===== src/rtl/tcp_s2m_dma.sv =====
// -----------------------------------------------------------------------------
// tcp_s2m_dma
//
// Receive-path stream-to-memory DMA. Bytes arriving on an 8-bit AXI-Stream are
// packed little-endian into 32-bit words and written to a word-aligned buffer
// through an AXI4-Lite master (write channels only, one write outstanding).
// Once a packet has been fully consumed, the block reports its length,
// destination and error status.
//
// Ports
//   i_clk, i_rst_n        clock, asynchronous active-low reset
//   s_axis_*              input byte stream (tdest sampled on the first byte,
//                         tuser sampled on the tlast byte)
//   i_start               arm for one packet (only honoured while idle)
//   i_base_addr           buffer base address (bits [1:0] forced to zero)
//   i_max_len             buffer capacity in bytes
//   o_busy / o_done       armed-or-transferring flag / completion pulse
//   o_len, o_dest         bytes written to memory, tdest of the packet
//   o_overflow            bytes were discarded past the capacity
//   o_user_err            tuser was set on the last byte
//   o_bus_err             some write response was not OKAY
//   m_axil_aw*/w*/b*      AXI4-Lite write master
// -----------------------------------------------------------------------------
module tcp_s2m_dma #(
    parameter int ADDR_WIDTH = 32,
    parameter int LEN_WIDTH  = 16,
    parameter int DEST_WIDTH = 8
) (
    input  logic                  i_clk,
    input  logic                  i_rst_n,
    input  logic [7:0]            s_axis_tdata,
    input  logic                  s_axis_tvalid,
    output logic                  s_axis_tready,
    input  logic                  s_axis_tlast,
    input  logic [DEST_WIDTH-1:0] s_axis_tdest,
    input  logic                  s_axis_tuser,
    input  logic                  i_start,
    input  logic [ADDR_WIDTH-1:0] i_base_addr,
    input  logic [LEN_WIDTH-1:0]  i_max_len,
    output logic                  o_busy,
    output logic                  o_done,
    output logic [LEN_WIDTH-1:0]  o_len,
    output logic [DEST_WIDTH-1:0] o_dest,
    output logic                  o_overflow,
    output logic                  o_user_err,
    output logic                  o_bus_err,
    output logic                  m_axil_awvalid,
    input  logic                  m_axil_awready,
    output logic [ADDR_WIDTH-1:0] m_axil_awaddr,
    output logic [2:0]            m_axil_awprot,
    output logic                  m_axil_wvalid,
    input  logic                  m_axil_wready,
    output logic [31:0]           m_axil_wdata,
    output logic [3:0]            m_axil_wstrb,
    input  logic                  m_axil_bvalid,
    output logic                  m_axil_bready,
    input  logic [1:0]            m_axil_bresp
);

    typedef enum logic [2:0] {
        S_IDLE,
        S_RECV,
        S_WRITE,
        S_RESP,
        S_DROP,
        S_DONE
    } state_t;

    state_t                state_q, state_d;
    logic [ADDR_WIDTH-1:0] addr_q, addr_d;
    logic [LEN_WIDTH-1:0]  max_q, max_d;
    logic [LEN_WIDTH-1:0]  len_q, len_d;
    logic [DEST_WIDTH-1:0] dest_q, dest_d;
    logic [31:0]           word_q, word_d;
    logic [3:0]            strb_q, strb_d;
    logic [1:0]            lane_q, lane_d;
    logic                  last_q, last_d;     // tlast already consumed
    logic                  cap_q, cap_d;       // capacity hit before tlast
    logic                  first_q, first_d;   // next accepted byte is the first
    logic                  issued_q, issued_d; // valids raised for this word
    logic                  awv_q, awv_d;
    logic                  wv_q, wv_d;
    logic                  ovf_q, ovf_d;
    logic                  uerr_q, uerr_d;
    logic                  berr_q, berr_d;

    logic [LEN_WIDTH-1:0]  len_inc;

    assign len_inc = len_q + LEN_WIDTH'(1);

    always_ff @(posedge i_clk or negedge i_rst_n) begin
        if (!i_rst_n) begin
            state_q  <= S_IDLE;
            addr_q   <= '0;
            max_q    <= '0;
            len_q    <= '0;
            dest_q   <= '0;
            word_q   <= '0;
            strb_q   <= '0;
            lane_q   <= '0;
            last_q   <= 1'b0;
            cap_q    <= 1'b0;
            first_q  <= 1'b0;
            issued_q <= 1'b0;
            awv_q    <= 1'b0;
            wv_q     <= 1'b0;
            ovf_q    <= 1'b0;
            uerr_q   <= 1'b0;
            berr_q   <= 1'b0;
        end else begin
            state_q  <= state_d;
            addr_q   <= addr_d;
            max_q    <= max_d;
            len_q    <= len_d;
            dest_q   <= dest_d;
            word_q   <= word_d;
            strb_q   <= strb_d;
            lane_q   <= lane_d;
            last_q   <= last_d;
            cap_q    <= cap_d;
            first_q  <= first_d;
            issued_q <= issued_d;
            awv_q    <= awv_d;
            wv_q     <= wv_d;
            ovf_q    <= ovf_d;
            uerr_q   <= uerr_d;
            berr_q   <= berr_d;
        end
    end

    always_comb begin
        state_d       = state_q;
        addr_d        = addr_q;
        max_d         = max_q;
        len_d         = len_q;
        dest_d        = dest_q;
        word_d        = word_q;
        strb_d        = strb_q;
        lane_d        = lane_q;
        last_d        = last_q;
        cap_d         = cap_q;
        first_d       = first_q;
        issued_d      = issued_q;
        awv_d         = awv_q;
        wv_d          = wv_q;
        ovf_d         = ovf_q;
        uerr_d        = uerr_q;
        berr_d        = berr_q;
        s_axis_tready = 1'b0;
        m_axil_bready = 1'b0;

        case (state_q)
            S_IDLE: begin
                if (i_start) begin
                    addr_d  = i_base_addr & ~ADDR_WIDTH'(3);
                    max_d   = i_max_len;
                    len_d   = '0;
                    ovf_d   = 1'b0;
                    uerr_d  = 1'b0;
                    berr_d  = 1'b0;
                    word_d  = '0;
                    strb_d  = '0;
                    lane_d  = '0;
                    last_d  = 1'b0;
                    cap_d   = 1'b0;
                    first_d = 1'b1;
                    state_d = S_RECV;
                end
            end

            S_RECV: begin
                // A zero-capacity buffer never stores anything: discard the
                // whole packet without taking a byte here.
                if (max_q == '0) begin
                    state_d = S_DROP;
                end else begin
                    s_axis_tready = 1'b1;
                    if (s_axis_tvalid) begin
                        word_d[{lane_q, 3'b000} +: 8] = s_axis_tdata;
                        strb_d[lane_q] = 1'b1;
                        lane_d = lane_q + 2'd1;
                        len_d  = len_inc;
                        if (first_q) begin
                            dest_d  = s_axis_tdest;
                            first_d = 1'b0;
                        end
                        if (s_axis_tlast) begin
                            last_d = 1'b1;
                            uerr_d = s_axis_tuser;
                        end
                        if (lane_q == 2'd3 || s_axis_tlast || len_inc == max_q) begin
                            cap_d   = !s_axis_tlast && (len_inc == max_q);
                            state_d = S_WRITE;
                        end
                    end
                end
            end

            S_WRITE: begin
                // First cycle raises both valids; afterwards each drops on its
                // own handshake and we leave once neither is still pending.
                if (!issued_q) begin
                    issued_d = 1'b1;
                    awv_d    = 1'b1;
                    wv_d     = 1'b1;
                end else begin
                    if (awv_q && m_axil_awready) awv_d = 1'b0;
                    if (wv_q && m_axil_wready)   wv_d  = 1'b0;
                    if ((!awv_q || m_axil_awready) && (!wv_q || m_axil_wready)) begin
                        issued_d = 1'b0;
                        state_d  = S_RESP;
                    end
                end
            end

            S_RESP: begin
                m_axil_bready = 1'b1;
                if (m_axil_bvalid) begin
                    if (m_axil_bresp != 2'b00) berr_d = 1'b1;
                    addr_d = addr_q + ADDR_WIDTH'(4);
                    word_d = '0;
                    strb_d = '0;
                    lane_d = '0;
                    if (last_q)     state_d = S_DONE;
                    else if (cap_q) state_d = S_DROP;
                    else            state_d = S_RECV;
                end
            end

            S_DROP: begin
                s_axis_tready = 1'b1;
                if (s_axis_tvalid) begin
                    ovf_d = 1'b1;
                    if (first_q) begin
                        dest_d  = s_axis_tdest;
                        first_d = 1'b0;
                    end
                    if (s_axis_tlast) begin
                        uerr_d  = s_axis_tuser;
                        state_d = S_DONE;
                    end
                end
            end

            S_DONE: begin
                state_d = S_IDLE;
            end

            default: begin
                state_d = S_IDLE;
            end
        endcase
    end

    assign o_busy         = (state_q != S_IDLE) && (state_q != S_DONE);
    assign o_done         = (state_q == S_DONE);
    assign o_len          = len_q;
    assign o_dest         = dest_q;
    assign o_overflow     = ovf_q;
    assign o_user_err     = uerr_q;
    assign o_bus_err      = berr_q;
    assign m_axil_awvalid = awv_q;
    assign m_axil_awaddr  = addr_q;
    assign m_axil_awprot  = 3'b000;
    assign m_axil_wvalid  = wv_q;
    assign m_axil_wdata   = word_q;
    assign m_axil_wstrb   = strb_q;

endmodule


===== config.mk =====
export PLATFORM = sky130hd
export DESIGN_NAME = tcp_s2m_dma
export DESIGN_NICKNAME = d
export VERILOG_FILES = /design/src/rtl/tcp_s2m_dma.sv
export SDC_FILE = /design/constraint.sdc
export NUM_CORES = 1
export LEC_CHECK = 0
export CAP_MARGIN = 20
export CORE_MARGIN = 10
export CORE_UTILIZATION = 42
export CTS_CLUSTER_SIZE = 14
export DETAILED_ROUTE_END_ITERATION = 8
export PLACE_DENSITY_LB_ADDON = 0.05
export SYNTH_ARGS = -nofsm -noshare
export SYNTH_HDL_FRONTEND = slang
export SYNTH_SLANG_ARGS = --single-unit

===== constraint.sdc =====
create_clock -name i_clk -period 3 [get_ports i_clk]
set_input_delay 0.3 -clock i_clk [delete_from_list [all_inputs] [get_ports i_clk]]
set_output_delay 0.3 -clock i_clk [all_outputs]
set_load 0.01 [all_outputs]

======== Yosys cells after proc, flatten, opt, wreduce, memory -nomap -nowiden ========
Cells that the tools add are included.
W data, S select, Z words.
word-level totals
  register bits after elaboration ......... 122
  latch bits .............................. 0
  memory bits (writable) .................. 0
  memory bits (read-only) ................. 0
  bits of input ports ..................... 75
  output and inout bits ................... 104
  word-level logic and storage cells ...... 157
  memories ................................ 0
cells by class
  $add $sub $neg .......................... 4
  $mul .................................... 0
  div/mod/pow operators ................... 0
  order comparisons ....................... 2
  equal/unequal tests ..................... 23
  shift-type cells ........................ 2
  multiplexer cells ....................... 72
  bitwise operators ....................... 1
  reduce and logical (&&, ||, !) cells .... 36
operator list
  cell                      number
  $mux W32                  6
  $pmux W32 S3              1
  $pmux W32 S2              1
  $mux W16                  3
  $mux W3                   11
  $add A32 B3 Y32 const B   1
  $bwmux W32                1
  $pmux W16 S2              1
  $shift A8 B7 Y32 const A  1
  $shiftx A8 B7 Y32         1
  $mux W1                   25
  $mux W8                   3
  $ne A2 B2 Y1 const B      11
  $add A16 B1 Y16 const B   1
  $eq A16 B16 Y1            1
  $logic_not A16 Y1         1
  $mux W4                   4
  $pmux W8 S2               1
  $pmux W3 S5               1
  $reduce_and A5 Y1         3
  $pmux W4 S3               1
  $pmux W1 S2               5
  $reduce_bool A2 Y1        5
  $ne A3 B3 Y1 const B      3
  other kinds (23)          48

======== Longest topological paths before layout ========
  depth after elaboration ................. 8
  mapped depth ............................ 11

======== Least setup slack after synthesis ========
OpenSTA, ideal clock, no wires.
  path kind ............................... register to register
  from .................................... register len_q[0], in the netlist o_len[0]
  to ...................................... register cap_q
  setup time .............................. 104 ps
  arrival time ............................ 2363 ps
  required time ........................... 2896 ps
  setup slack ............................. 533 ps
  stages on the path, launching flop included .. 9
  path buffers ............................ 0
  clock period less this slack ............ 2467 ps
  cell sequence ........................... dfrtp_1 > ha_1 > nand3_1 > nor4_1 > mux2i_1 > o221a_1 > o2111ai_1 > or2_1 > o41ai_2
between the ends
  cells in the longest elaborated chain, start to end .. 7
ends and longest elaborated chain
  what                    line      source
  start, declared         72        logic [LEN_WIDTH-1:0] len_q, len_d;
  start signal, assigned  114       len_q <= len_d;
  $add A16 B1 Y16 *       89        assign len_inc = len_q + LEN_WIDTH'(1);
  $eq A16 B16 Y1 *        191, 192
  $logic_and A1 B1 Y1     192       cap_d = !s_axis_tlast && (len_inc == max_q);
  $mux W1                 191       if (lane_q == 2'd3 || s_axis_tlast || len_inc == max_q) begin
  $mux W1                 178       if (s_axis_tvalid) begin
  $mux W1                 174       if (max_q == '0) begin
  $pmux W1 S2             152       case (state_q)
  end signal, assigned    120       cap_q <= cap_d;
  end, declared           78        logic cap_q, cap_d;
Mark *: on every way between the ends. The rest lies on a longest branch, timed or not. The select of a mux whose other input is x is not followed.
A chain may end at the register's enable or synchronous reset.

======== Final worst setup path ========
  from .................................... register max_q[6]
  to ...................................... output s_axis_tready
between the ends
  cells in the longest elaborated chain, start to end .. 3
ends and longest elaborated chain
  what                    line  source
  start, declared         71    logic [LEN_WIDTH-1:0] max_q, max_d;
  start signal, assigned  113   max_q <= max_d;
  $logic_not A16 Y1       174
  $mux W1                 174
  $pmux W1 S2             152
  end, declared           33    output logic s_axis_tready,
No other way between the ends.

==> results.py <==
metrics = {
    "yosys": {
        "async_flop_share": 1.00,
        "yosysWarningCount": 0,
        "ys.flop_type": "dfrtp_1",
        "syn_inst": 744,
        "synth_seq_cells": 120,
        "netlist-cell-type-count": 67,
        "ys_seq_area_frac": 0.468,
        "syn_area_per_cell_um2": 8.63,
        "netlist_area_mm2": 0.00642,
        "synth_edf_count": 0,
    },
    "place": {
        "routabilityCongestion": 0.902,
        "hpwl_um": 14700,
        "io_buffers": 171,
        "place_area_mm2": 0.00835,
    },
    "setup_path": {
        "cp.required_ps": 2700,
        "end_kind": "output pin",
        "crit_type": "reg2out",
        "crit_path_max_fanout": 5,
        "crit_arrival_ps": 2520,
        "crit_family": "simple AND/OR/NAND/NOR gates",
        "crit_path_cell_trace": "nor4_1, and4_1, o21ai_0, nor2b_1, clkdlybuf4s50_1",
        "start_kind": "flip-flop",
        "r2r_slack_ps": 360,
        "critPathMaxStageDelay_ps": 510,
        "cpMaxStageDelayCell": "clkdlybuf4s50_1",
        "path_buf_inv": 1,
    },
    "outcome": {
        "status": "finished, violations left",
        "violations": "hold timing",
    },
    "sta": {
        "holdWs_ps": -7.68,
        "rsz0062_at_grt": "no",
        "finalCriticalPeriod_ps": 2820,
        "final.setup.tns_ps": 0,
        "timing.final.crit_share": 0.942,
        "fmaxAchievable_mhz": 354,
        "relSlewSlack": 0.418,
        "tightest_slew_ps": 873,
        "slew_viol_final": 0,
        "final_hold_viol_count": 7,
        "fin_skew_ps": 10.9,
        "setup_viol": 0,
    },
    "cells_and_area": {
        "n_fill_cell": 1357,
        "nets": 996,
        "final_area_mm2": 0.00896,
        "insertedDiodeCount": 0,
        "area_growth_syn_to_layout_pct": 39.5,
        "drive_gt1_frac": 0.0830,
    },
    "clocking": {
        "path_clk_slew_ps": 60,
        "cts_root_buf": "clkbuf_16",
        "cts.path.max_buffers": 2,
        "cts.sinks": 120,
        "numCtsBuffers": 17,
        "clkLatencyLatePin_ps": 420,
        "cts_tree": "built",
        "cts_hold_buf": 0,
        "htreeDepth": 4,
    },
    "floorplanning": {
        "die_h_um": 144,
        "initial_core_util": 0.425,
        "fp.dieW_um": 144,
        "core_mm2": 0.0151,
        "std_cell_rows": 45,
        "pin_count": 179,
        "dieArea_mm2": 0.0206,
    },
    "drt": {
        "wire_per_inst_um": 17.7,
        "wirelength_um": 19800,
        "drt_iter0_drc": 403,
        "ant_nets": 0,
        "vias": 6123,
        "drt-pass1-iter-count": 5,
        "via_per_inst": 5.49,
        "post-route-drc-count": 0,
    },
    "pwr": {
        "vdd_ir_drop_max_mv": 0.527,
        "powerDensity_mw_per_mm2": 997,
        "p_total_mw": 8.93,
        "p_leak_nw": 3.71,
    },
    "global_route": {
        "grt_pass1_vias": 6091,
        "grt_pass1_wl_um": 31400,
        "globalRouteOverflowTotal": 0,
        "grt_max_degree": 68,
        "antenna_found_initial": 0,
        "grt_usage": 0.191,
    },
    "hold_path": {
        "hold_class": "in2async",
    },
    "flow_run": {
        "maxCapViolCount": 0,
    },
}
cell families after synthesis:
family	Yosys count	share of synthesized area
and+or+nand+nor	309	0.230
AOI/OAI and AO/OA	220	0.209
DFF	120	0.468
buffers and inverters	62	0.0417
xor gates and xnor gates	14	0.0191
muxes	12	0.0203
adders and majority gates	6	0.0117
other	1	0.000584
cell usage after synthesis, types with 3 or more instances:
cell      instances  area (µm²)
nand2_1         132         495
dfrtp_1         120        3000
o21ai_0          81         405
a21oi_1          63         315
nor2_1           60         225
clkbuf_1         29         109
nand3_1          23         115
inv_1            17        63.8
a22o_1           14         123
nor2b_1          14        87.6
o22ai_1          12        75.1
and3_1           11        68.8
xnor2_1          11        96.3
nand4_1          10        62.6
nor4_1           10        62.6
nand2b_1          9        56.3
nor3_1            9        45.0
mux2_2            8        90.1
or3_1             8        50.1
buf_2             7        35.0
o41ai_1           7        61.3
a31oi_1           6        37.5
ha_1              6        75.1
buf_4             5        37.5
o31ai_1           5        37.5
a22oi_1           4        30.0
and2_1            4        25.0
mux2i_1           4        40.0
and4_1            3        26.3
buf_1             3        11.3
o211ai_1          3        22.5
xor2_1            3        26.3
worst paths after layout:
kind                               endpoint             start  cells past startpoint
setup / recovery              s_axis_tready          max_q[6]                      5
setup reg to reg                      cap_q          o_len[0]                      9
hold / removal                   state_q[2]           i_rst_n                      1
min in group i_clk                 max_q[7]      i_max_len[7]                      3
hold reg to reg            m_axil_wdata[29]  m_axil_wdata[29]                      2
max in group asynchronous          o_len[4]           i_rst_n                      2
cell usage in the layout, fill, tap and decap left out, types with 17 or more instances in the layout:
| cell type | synthesis | final |
|---|---|---|
| clkdlybuf4s50_1 | 0 | 170 |
| inv_1 | 17 | 17 |
| nand3_1 | 23 | 23 |
| buf_4 | 5 | 22 |
| dfrtp_1 | 120 | 120 |
| o21ai_0 | 81 | 81 |
| nor2_1 | 60 | 60 |
| clkbuf_16 | 0 | 17 |
| a21oi_1 | 63 | 63 |
| nand2_1 | 132 | 132 |
power breakdown:
| part | internal (mW) | switching, mW |
|---|---|---|
| clock network | 1.24 | 0.794 |
| registers | 2.15 | 0.592 |
| logic | 1.83 | 2.32 |
per-stage QoR:
| step | instances | setup WS [ps] | hold slack, ps | utilization |
|---|---|---|---|---|
| after floorplan | 748 | 533 | 4.41 | - |
| after global placement | 1084 | 402 | 463 | 0.554 |
| after detailed placement | 1084 | 354 | 467 | 0.554 |
| after CTS | 1116 | 122 | 23.9 | 0.593 |
| after global routing | 1116 | 10.5 | 63.7 | 0.594 |
| final | 1116 | 175 | -7.68 | 0.594 |
flip-flops by register name, summed over array words and instances (netlist names), 2 cells and up:
| name | flops |
|---|---|
| state_q | 3 |
| lane_q | 2 |
| max_q | 16 |
| o_dest | 8 |
| m_axil_awaddr | 30 |
| o_len | 16 |
| m_axil_wstrb | 4 |
| m_axil_wdata | 32 |
layout make-up:
| class | instances | area [µm²] | area share |
|---|---|---|---|
| Clock buffer | 17 | 425 | 0.0475 |
| Timing Repair Buffer | 193 | 1890 | 0.211 |
| Tap cell | 188 | 235 | 0.0263 |
| Sequential cell | 120 | 3000 | 0.335 |
| Clock inverter | 15 | 165 | 0.0184 |
| Multi-Input combinational cell | 566 | 3180 | 0.355 |
| Inverter | 17 | 63.8 | 0.00712 |
per-layer routing:
layer,wire [µm],global-route usage,part of all wire,up-vias
li1,-,-,-,2993
met1,8900,0.246,0.45,2914
met2,8960,0.296,0.45,205
met3,1760,0.0696,0.089,11
met4,158,0.0484,0.0080,0
met5,0,0,0,-
timing repair:
item | 4_1_cts | 5_1_grt
gates resized for setup | 0 | 2
endpoints found under the setup margin | 0 | 1
buffers inserted | 0 | 0
No activity file was read; power rests on OpenSTA's default activity.
